==> config.mk <==
export PLATFORM = sky130hd
export DESIGN_NAME = irq_controller
export DESIGN_NICKNAME = d
export VERILOG_FILES = /design/src/rtl/irq_controller_pkg.sv /design/src/rtl/irq_prio_enc.sv /design/src/rtl/irq_controller.sv
export SDC_FILE = /design/constraint.sdc
export NUM_CORES = 1
export LEC_CHECK = 0
export BUFFER_PORTS_ARGS = -buffer_cell sky130_fd_sc_hd__clkbuf_2
export CAP_MARGIN = 0
export CORE_UTILIZATION = 40
export DETAILED_ROUTE_END_ITERATION = 10
export HOLD_SLACK_MARGIN = 0.1
export PLACE_DENSITY = 0.65
export SETUP_SLACK_MARGIN = 0.02
export SYNTH_ARGS = -nofsm -noshare
export SYNTH_HDL_FRONTEND = slang
export SYNTH_SLANG_ARGS = --single-unit
export TNS_END_PERCENT = 50
==> constraint.sdc <==
create_clock -name clk -period 1.6 [get_ports clk]
set_input_delay 0 -clock clk [delete_from_list [all_inputs] [get_ports clk]]
set_output_delay 0 -clock clk [all_outputs]
set_load 0.03 [all_outputs]
==> src/rtl/irq_controller_pkg.sv <==
// Shared constants for the interrupt controller: FSM encoding, timer source index
// and MMIO register offsets for the mask and pending registers.
package irq_controller_pkg;

  localparam int IRQ_NSRC  = 4;
  localparam int IRQ_TIMER = 0;

  localparam logic [7:0] IRQ_MASK_OFS    = 8'h00;
  localparam logic [7:0] IRQ_PENDING_OFS = 8'h04;

  typedef enum logic [1:0] {
    IRQ_IDLE = 2'd0,
    IRQ_REQ  = 2'd1,
    IRQ_SERV = 2'd2
  } irq_state_t;

endpackage

==> src/rtl/irq_prio_enc.sv <==
// Lowest-index-wins priority encoder: bit 0 has the highest priority.
module irq_prio_enc #(
  parameter int NSRC = 4,
  parameter int IDW  = 4
) (
  input  logic [NSRC-1:0] vec,
  output logic            valid,
  output logic [IDW-1:0]  idx
);

  always_comb begin
    valid = |vec;
    idx   = '0;
    // Scan downwards so the lowest set bit is the last one written.
    for (int i = NSRC - 1; i >= 0; i--) begin
      if (vec[i]) idx = IDW'(i);
    end
  end

endmodule

==> src/rtl/irq_controller.sv <==
// CPU-side interrupt controller: edge capture into pending, per-source mask,
// lowest-index priority and a request/ack/eoi handshake with the CPU.
module irq_controller
  import irq_controller_pkg::*;
#(
  parameter int NSRC = IRQ_NSRC,
  parameter int IDW  = 4
) (
  input  logic            clk,
  input  logic            clrn,
  input  logic [NSRC-1:0] irq_src,
  input  logic            global_int_en,
  output logic            irq_to_cpu,
  output logic [IDW-1:0]  int_id,
  input  logic            int_ack,
  input  logic            eoi,
  input  logic            mask_we,
  input  logic [NSRC-1:0] mask_wdata,
  output logic [NSRC-1:0] mask_q,
  output logic [NSRC-1:0] pending_q,
  output logic            in_service,
  output irq_state_t      state
);

  // Handshake: irq_to_cpu is a request qualified by global_int_en while in REQ.
  // An int_ack is accepted only on a cycle where irq_to_cpu is high and int_id
  // is still eligible; acceptance moves to SERV, which lasts until a single eoi.
  // Pulses of int_ack or eoi in any other state are dropped.

  logic [NSRC-1:0] src_s;
  logic [NSRC-1:0] src_d;
  logic [NSRC-1:0] rise;
  logic [NSRC-1:0] eligible;
  logic [NSRC-1:0] id_onehot;
  logic [NSRC-1:0] ack_clr;
  logic            enc_valid;
  logic [IDW-1:0]  enc_idx;
  logic            id_ok;
  logic            ack_take;

  // Input stage plus history register gives the 3-cycle rise-to-request latency.
  assign rise      = src_s & ~src_d;
  assign eligible  = pending_q & mask_q;
  assign id_onehot = NSRC'(1) << int_id;
  assign id_ok     = |(eligible & id_onehot);
  assign ack_take  = (state == IRQ_REQ) && id_ok && int_ack && global_int_en;
  assign ack_clr   = ack_take ? id_onehot : '0;

  assign irq_to_cpu = (state == IRQ_REQ) && global_int_en;
  assign in_service = (state == IRQ_SERV);

  irq_prio_enc #(
    .NSRC (NSRC),
    .IDW  (IDW)
  ) u_prio_enc (
    .vec   (eligible),
    .valid (enc_valid),
    .idx   (enc_idx)
  );

  always_ff @(posedge clk or negedge clrn) begin
    if (!clrn) begin
      src_s <= '0;
      src_d <= '0;
    end else begin
      src_s <= irq_src;
      src_d <= src_s;
    end
  end

  // A new edge on the same cycle as its ack clear leaves the bit set.
  always_ff @(posedge clk or negedge clrn) begin
    if (!clrn) begin
      pending_q <= '0;
      mask_q    <= '0;
    end else begin
      pending_q <= (pending_q & ~ack_clr) | rise;
      if (mask_we) mask_q <= mask_wdata;
    end
  end

  always_ff @(posedge clk or negedge clrn) begin
    if (!clrn) begin
      state  <= IRQ_IDLE;
      int_id <= '0;
    end else begin
      case (state)
        IRQ_IDLE: begin
          if (enc_valid) begin
            state  <= IRQ_REQ;
            int_id <= enc_idx;
          end
        end
        IRQ_REQ: begin
          if (!id_ok)        state <= IRQ_IDLE;
          else if (ack_take) state <= IRQ_SERV;
        end
        IRQ_SERV: begin
          if (eoi) state <= IRQ_IDLE;
        end
        default: state <= IRQ_IDLE;
      endcase
    end
  end

endmodule

==> metrics.txt <==
CTS Buf Count=3; final setup violating endpoints=0; DRT antenna net count=0; Pleak=0.000554 µW; share of cells above drive strength 1=0.330; FF-to-FF Start=mask_q[3]; yosys warns=0; Clk pwr share=0.245; Critical Path Source Type=register; Psw=just under 600 µW; Final nets=124; setup TNS=0 ps; Max Freq=697 MHz; DIE WIDTH=46.6 µm; Site Rows=15; worst vdd ir=0.930 mV; DIE AREA=2170 µm²; grt ovf=0; synthesized area=roughly 800 µm²; Worst-Skew Late Latency=300 ps; reg-to-reg endpoint=mask_q[3]; Area Overhead vs Synth=46.1%; H-tree lvl count=1; hpwl dp=1030 µm; R2R setup slack=between 150 and 200 ps; Synth cell types=21; Reg2Reg Depth=2; drt drc=0; Comb power frac=0.336; Post-CTS Setup Bufs=0; root buffer cell=clkbuf_4; clk slew on worst S/H paths=110 ps; Max clock buf depth=2; Vias=approximately 630; Crit Path Category=reg -> reg; die height=46.6 µm; Avg Inst Size Synth=12.6 µm²; initial antenna violation count=0; critical path buffer and inverter count=1; final non-filler cell total=134; register share of total power=0.419; Register Area=between 500 and 600 µm²; PortBufs=27; initial drt markers=19; fillers=158; multi-input logic area=around 270 µm²; Syn Inst Count=63; pin count of the biggest net entering global routing=21; Critical Path AT=between 1500 and 2000 ps; CTS tree=yes; Setup Skew=around 1.3 ps; DR vias/cell=~4.7; required time of the critical path=around 1800 ps; Power Density=1420 nW/µm²; Initial Util=0.441; RSZ-0062 raised after global routing=false; critical path endpoint category=register; CP Max Fanout=5; CP top delay family=buffers and inverters; # clock sinks=20; GR Util All Layers=0.165; Hold Crit Class=in -> async; Initial DRT Pass Iterations=4; Pint=1070 µW; Critical Path Max Stage Delay=570 ps; share of the yosys chip area belonging to registers=0.630; status=finished clean; slowest stage cell, crit path=dlygate4sd3_1; Post-Route WL=between 1500 and 2000 µm; DR WL/cell=11.4 µm; Cell Chain, Critical Path=mux2_1 -> dlygate4sd3_1; crit share post-route=0.897; Placed Cells=115; global-route wire length before repair=2380 µm; gpl congestion=approximately 0.76; Max Cap Violations=0; Switching Fraction=0.351; #FFs+latches synth=20; ant diodes=0; final hold vios=0; I/O pins=30; max-slew violations=0; core area=1800 µm²; vias in the first global route=591; Final min period=1430 ps
[synthesized netlist by cell type, drive strengths merged]
cell type	count	area, µm²
a211oi	1	7.51
a21boi	1	7.51
a311oi	1	15.0
and2	1	8.76
and3b	1	8.76
buf	2	15.0
conb	1	3.75
dfrtp	20	500
inv	5	18.8
mux2	5	56.3
mux4	1	22.5
nand2	7	26.3
nand3	2	10.0
nand3b	2	15.0
nor2	1	3.75
nor2b	1	6.26
o21ai	7	35.0
o21bai	1	7.51
o2bb2ai	1	8.76
o31ai	1	7.51
o32a	1	10.0
[state kept, by name, summed over array words and instances (netlist names)]
name       cells
pending_q      4
state          2
src_d          4
int_id         2
mask_q         4
src_s          4
[per-layer routing]
metal	track usage	share of wire	wire, µm
met3	0.0667	0.058	89
met2	0.247	0.50	758
met5	0	0	0
met4	0.0941	0.0085	13
met1	0.198	0.44	667
[worst max path at each step]
| stage | start | end | slack [ps] | cells past startpoint |
|---|---|---|---|---|
| 2_1_floorplan | mask_q[0] | int_id[0] | 60 | 4 |
| 3_3_place_gp | mask_q[0] | int_id[0] | 260 | 4 |
| 3_5_place_dp | mask_q[0] | int_id[0] | 220 | 4 |
| 4_1_cts | mask_q[0] | int_id[0] | 210 | 4 |
| 5_1_grt | mask_q[3] | mask_q[3] | 130 | 2 |
| 6_report | mask_q[3] | mask_q[3] | 170 | 2 |
[cells in the final DEF, fill, tap and decap left out, types with 2 or more instances in the layout]
cell            n
clkbuf_2       27
clkbuf_4        3
conb_1          2
dfrtp_1        20
dlygate4sd3_1  15
inv_1           5
mux2_1          5
nand2_1         7
nand3_1         2
nand3b_1        2
o21ai_1         7
[metrics by stage]
stage                     setup WS (ps)   util  total power, µW  hold slack [ps]  instance area, µm²
after detailed placement            220  0.532             1220            -14.5                 958
after CTS                           206  0.644             1670              181                1160
after global routing                125  0.644             1750              217                1160
final                               166  0.644             1650              174                1160
after floorplan                    61.7      -             1060             -296                 800
after global placement              262  0.532             1220            -20.4                 958
[power by group through the flow]
stage	clock [µW]	sequential, µW	combinational [µW]
after floorplan	0	817	240
after global placement	0	699	520
after detailed placement	0	700	523
after CTS	416	693	560
after global routing	437	705	607
final	404	692	556
[cell families (layout without fill, tap and decap cells)]
| logic type | after synthesis | in the layout | synth area share |
|---|---|---|---|
| multiplexers | 6 | 6 | 0.0992 |
| other | 1 | 2 | 0.00472 |
| AND/OR/NAND/NOR | 15 | 15 | 0.0992 |
| buffers and inverters | 7 | 52 | 0.0425 |
| flip-flops | 20 | 20 | 0.630 |
| AO/OA/AOI/OAI | 14 | 14 | 0.124 |
[layout make-up]
class	count	area share
inverter	5	0.0162
timing repair buffer	43	0.252
multi-input combinational	37	0.228
clock buffer	3	0.0194
clock inverter	1	0.0259
tap	25	0.0269
sequential	20	0.431
[what timing repair did]
item | in CTS | in global routing
gates resized for setup | 0 | 0
hold buffers | 15 | 0
endpoints found under the hold margin | 29 | 0
setup endpoints to repair | 0 | 0
No activity file was read; power rests on OpenSTA's default activity.
